$ cat src/rtl/lamp_guard.sv
// Safety stage between the traffic-light controller and the physical lamps.
// Forwards legal patterns, trips to a latched flashing-red fault on illegal or stuck input.
`timescale 1ns/1ps

module lamp_guard #(
    parameter int STARTUP    = 8,
    parameter int DEBOUNCE   = 2,
    parameter int FLASH_HALF = 4,
    parameter int WDOG       = 1024
) (
    input  logic       clk,
    input  logic       rst,
    input  logic [5:0] light,
    input  logic       clr_fault,
    output logic [5:0] lamp,
    output logic       fault,
    output logic [1:0] fault_code,
    output logic [1:0] dbg_state
);

    localparam logic [5:0] ALL_RED = 6'b100100;

    localparam int HW = $clog2(STARTUP + 1);
    localparam int DW = $clog2(DEBOUNCE + 1);
    localparam int FW = $clog2(FLASH_HALF + 1);
    localparam int WW = $clog2(WDOG + 1);

    localparam logic [HW-1:0] HOLD_LAST  = HW'(STARTUP - 1);
    localparam logic [DW-1:0] DEB_LAST   = DW'(DEBOUNCE - 1);
    localparam logic [FW-1:0] FLASH_LAST = FW'(FLASH_HALF - 1);
    localparam logic [WW-1:0] WDOG_LAST  = WW'(WDOG - 1);

    localparam logic [1:0] CODE_NONE  = 2'd0;
    localparam logic [1:0] CODE_ENC   = 2'd1;
    localparam logic [1:0] CODE_ROW   = 2'd2;
    localparam logic [1:0] CODE_STUCK = 2'd3;

    typedef enum logic [1:0] {
        S_HOLD  = 2'd0,
        S_PASS  = 2'd1,
        S_FAULT = 2'd2
    } state_t;

    state_t          state;
    logic [5:0]      light_q;
    logic [5:0]      prev_q;
    logic [HW-1:0]   hold_cnt;
    logic [DW-1:0]   ill_cnt;
    logic [WW-1:0]   wd_cnt;
    logic [FW-1:0]   flash_cnt;
    logic            phase;

    logic [1:0]      bad_code;
    logic            illegal;
    logic            unchanged;

    function automatic logic onehot3(input logic [2:0] g);
        return (g == 3'b001) || (g == 3'b010) || (g == 3'b100);
    endfunction

    function automatic logic [5:0] flash_pat(input logic on);
        return {on, 2'b00, on, 2'b00};
    endfunction

    // Encoding errors outrank the right-of-way check: a malformed group says nothing reliable about red.
    always_comb begin
        bad_code = CODE_NONE;
        if (!onehot3(light_q[5:3]) || !onehot3(light_q[2:0])) begin
            bad_code = CODE_ENC;
        end else if (!(light_q[5] || light_q[2])) begin
            bad_code = CODE_ROW;
        end
    end

    assign illegal   = (bad_code != CODE_NONE);
    assign unchanged = (light_q == prev_q);
    assign dbg_state = state;

    always_ff @(posedge clk or posedge rst) begin
        if (rst) begin
            state      <= S_HOLD;
            light_q    <= ALL_RED;
            prev_q     <= ALL_RED;
            lamp       <= ALL_RED;
            fault      <= 1'b0;
            fault_code <= CODE_NONE;
            hold_cnt   <= '0;
            ill_cnt    <= '0;
            wd_cnt     <= '0;
            flash_cnt  <= '0;
            phase      <= 1'b1;
        end else begin
            light_q <= light;
            prev_q  <= light_q;

            case (state)
                S_HOLD: begin
                    lamp    <= ALL_RED;
                    ill_cnt <= '0;
                    wd_cnt  <= '0;
                    if (hold_cnt == HOLD_LAST) begin
                        hold_cnt <= '0;
                        state    <= S_PASS;
                    end else begin
                        hold_cnt <= hold_cnt + 1'b1;
                    end
                end

                S_PASS: begin
                    if ((illegal && (ill_cnt == DEB_LAST)) ||
                        (!illegal && unchanged && (wd_cnt == WDOG_LAST))) begin
                        // Trip: illegal code wins automatically since the stuck trip needs legal input.
                        state      <= S_FAULT;
                        fault      <= 1'b1;
                        fault_code <= illegal ? bad_code : CODE_STUCK;
                        lamp       <= ALL_RED;
                        phase      <= 1'b1;
                        flash_cnt  <= '0;
                        ill_cnt    <= '0;
                        wd_cnt     <= '0;
                    end else begin
                        lamp    <= light_q;
                        ill_cnt <= illegal ? ill_cnt + 1'b1 : '0;
                        if (!unchanged) begin
                            wd_cnt <= '0;
                        end else if (wd_cnt != WDOG_LAST) begin
                            wd_cnt <= wd_cnt + 1'b1;
                        end
                    end
                end

                S_FAULT: begin
                    ill_cnt <= '0;
                    wd_cnt  <= '0;
                    if (clr_fault && !illegal) begin
                        state      <= S_HOLD;
                        fault      <= 1'b0;
                        fault_code <= CODE_NONE;
                        lamp       <= ALL_RED;
                        hold_cnt   <= '0;
                        phase      <= 1'b1;
                        flash_cnt  <= '0;
                    end else if (flash_cnt == FLASH_LAST) begin
                        flash_cnt <= '0;
                        phase     <= ~phase;
                        lamp      <= flash_pat(~phase);
                    end else begin
                        flash_cnt <= flash_cnt + 1'b1;
                        lamp      <= flash_pat(phase);
                    end
                end

                default: begin
                    state    <= S_HOLD;
                    lamp     <= ALL_RED;
                    hold_cnt <= '0;
                end
            endcase
        end
    end

endmodule
$ cat config.mk
export PLATFORM = sky130hd
export DESIGN_NAME = lamp_guard
export DESIGN_NICKNAME = d
export VERILOG_FILES = /design/src/rtl/lamp_guard.sv
export SDC_FILE = /design/constraint.sdc
export NUM_CORES = 1
export LEC_CHECK = 0
export CAP_MARGIN = 20
export CELL_PAD_IN_SITES_DETAIL_PLACEMENT = 0
export CELL_PAD_IN_SITES_GLOBAL_PLACEMENT = 1
export CORE_ASPECT_RATIO = 2
export CORE_MARGIN = 1.5
export CORE_UTILIZATION = 44
export DETAILED_ROUTE_END_ITERATION = 16
export PLACE_DENSITY_LB_ADDON = 0.1
export REMOVE_ABC_BUFFERS = 1
export SLEW_MARGIN = 30
export SYNTH_ARGS = -nofsm -noshare
export SYNTH_HDL_FRONTEND = slang
export SYNTH_SLANG_ARGS = --single-unit
$ cat constraint.sdc
create_clock -name clk -period 5.4 [get_ports clk]
set_input_delay 1.08 -clock clk [delete_from_list [all_inputs] [get_ports clk]]
set_output_delay 1.08 -clock clk [all_outputs]
set_load 0.02 [all_outputs]
==> flow_summary.toml <==
[clock_network]
htree_levels = 2
ctsHoldBuffers = 0
clk_path_buf_depth = 2
clk_pin_slew_ns = 0.09
ctsResizeCount = 0
root_buffer = "clkbuf_8"
clk_latency_ns = 0.30
numCtsBuffers = 5
cts_sinks = 44
cts_setup_buffers = 0
tritoncts = "yes"

[job]
cap_violations = 0

[synthesis]
synth_seq_area_share_pct = 48.7
synth-edff-count = 0
syn_area_sq_um = 2280
ys_async_sr_fraction_pct = 100
syn_area_per_cell_sq_um = 11.0
yosys_most_used_dff = "dfrtp_1"
ys_top_cells_by_count = "dfrtp_1, nand2_1, nor2_1, o21ai_0, inv_1"
netlist_instances = 208
synth_top_area_cell = "dfrtp_1"
yosys_warnings = 0
synth_cell_types = 58
ys_top_cells_by_area = "dfrtp_1, dfstp_2, ha_1, xnor2_1, nand2_1"
ys_seq_elements = 44
synth_top_area_share_pct = 40.6
yosysMostFrequentCell = "dfrtp_1"

[placement]
dp.cells = 277
pre_cts_ws_ns = 2.52
place_congestion = 0.798
hpwl_mm = 3.39
portBuffers = 19

[sta]
tns_ns = 0
hold_viol_final = 0
slew_headroom_pct = 50.9
final.min_clock_period_ns = 2.89
fmax_ghz = 0.346
finalCritPeriodShare_pct = 53.4
clock_skew_ns = 0.00723
worst_pin_slew_ns = 0.734
drv_slew = 0
rsz0062_at_grt = "false"
setup_viol = 0
setup_slack_ns = 2.51

[global_routing]
met3_usage_pct = 3.43
grt_pass1_vias = 1700
globalRouteOverflowTotal = 0
met1_usage_pct = 19.1
grt_max_degree = 45
use_met2_pct = 32.9
antenna_found_initial = 0
grt_pass1_wl_mm = 7.68
track_usage_pct = 18.4
busiest_layer = "met2"

[power_and_ir_drop]
p_seq_share_pct = 38.4
total_power_uw = 1140
p_sw_share_pct = 35.6
p_switching_uw = 407
leakagePower_uw = 0.00111
internal_power_uw = 735
combPwrFrac_pct = 39.1
pwr-share-clk_pct = 22.5
max-vdd-ir-drop_mv = 0.231
power.density_nw_per_um2 = 439

[drt]
wire_per_inst_microns = 16.0
first_pass_iters = 4
viasPerCell = 5.81
vias = 1657
ant_nets = 0
drc_errors = 0
wl_mm = 4.56
drtIter0Drc = 31

[setup_path]
critPathArrivalTime_ns = 3.08
crit_slowest_cell = "o41ai_4"
cp_cell_sequence = "ha_1 -> nand3_2 -> nor4_4 -> or3b_4 -> o41ai_4 -> nor2_2 -> a221o_1"
cp-end-kind = "register"
path_class = "register to register"
critPathRequiredTime_ns = 5.59
start_kind = "register"
path_max_fanout = 13
slowest_delay_ns = 0.61

[floorplanning]
fp.coreArea_sq_um = 4910
initial_core_util_pct = 46.4
ios = 20
num_rows = 36
die_w_microns = 53.9
die_area_sq_um = 5650
fp.dieH_microns = 105

[finish]
area_growth_pct = 14.0
nets = 244
fin_cells = 285
utilization_pct = 52.9
drive_above_1_share_pct = 16.2
antennaDiodeCount = 0
n_fill_cell = 459

[status]
status = "finished, final reports clean"

[hold_path]
hold_class = "register to register"
-- state kept, by name (all words and copies together) (netlist names), 2 cells and up --
signal      count
prev_q          6
dbg_state       2
lamp            6
wd_cnt         11
light_q         6
fault_code      2
flash_cnt       3
ill_cnt         2
hold_cnt        4
-- power groups by stage --
| stage | combinational (uW) | clock [uW] | sequential [uW] |
|---|---|---|---|
| 6_report | 446 | 257 | 439 |
| 3_5_place_dp | 453 | 0 | 447 |
| 2_1_floorplan | 272 | 0 | 478 |
| 5_1_grt | 494 | 281 | 448 |
| 3_3_place_gp | 442 | 0 | 444 |
| 4_1_cts | 454 | 263 | 440 |
-- through the flow --
step,cell area [sq um],hold WS [ns]
finish,2600,0.440
global route,2600,0.453
global placement,2480,0.421
CTS,2600,0.442
floorplan,2210,0.398
detailed placement,2480,0.428
-- cell usage in the layout, fill, tap and decap left out, types with 8 or more instances in the layout --
cell             Yosys  layout
clkdlybuf4s50_1      0      19
dfrtp_1             37      37
ha_1                 8       8
inv_1               10      10
nand2_1             18      18
nor2_1              14      14
nor3_1               8       8
o21ai_0             11      11
xnor2_1              9       9
-- critical path: cells and delay by family, from the launching register on --
family	cells	cell delay (ns)
compound gates	2	0.94
flops	1	0.41
simple gates	4	1.19
fa+ha+maj	1	0.23
-- final timing paths --
| path | start | end | slack (ns) | cells after the start |
|---|---|---|---|---|
| setup / recovery | wd_cnt[0] | wd_cnt[3] | 2.51 | 7 |
| hold / removal | light_q[2] | prev_q[2] | 0.44 | 0 |
| setup reg to reg | wd_cnt[0] | wd_cnt[3] | 2.51 | 7 |
| hold reg to reg | light_q[2] | prev_q[2] | 0.44 | 0 |
| max in group asynchronous | rst | phase | 3.80 | 3 |
| min in group asynchronous | rst | light_q[0] | 1.23 | 3 |
-- metal layers --
layer / wire (microns) / up-vias / share of wire (%)
met2: 2590 / 36 / 57
met5: 0 / - / 0
li1: - / 790 / -
met4: 146 / 0 / 3.2
met1: 1700 / 819 / 37
met3: 115 / 12 / 2.5
-- layout make-up --
class                      instances  area (sq um)  area share, %
tap                               57          71.3           2.74
sequential                        44          1110           42.7
inverter                          10          37.5           1.44
clock buffer                       5          68.8           2.65
timing repair buffer              20           198           7.61
multi-input combinational        146          1070           41.1
clock inverter                     3          46.3           1.78
-- cells by family (layout without fill, tap and decap cells) --
| family | after synthesis | after routing | share of synthesized area, % |
|---|---|---|---|
| compound gates | 49 | 49 | 18.3 |
| flops | 44 | 44 | 48.7 |
| xor+xnor | 9 | 9 | 3.46 |
| fa+ha+maj | 8 | 8 | 4.39 |
| mux | 5 | 5 | 2.41 |
| simple gates | 75 | 75 | 18.3 |
| buf+inv | 18 | 38 | 4.50 |
Note: power is estimated with default switching activity, not from simulation.
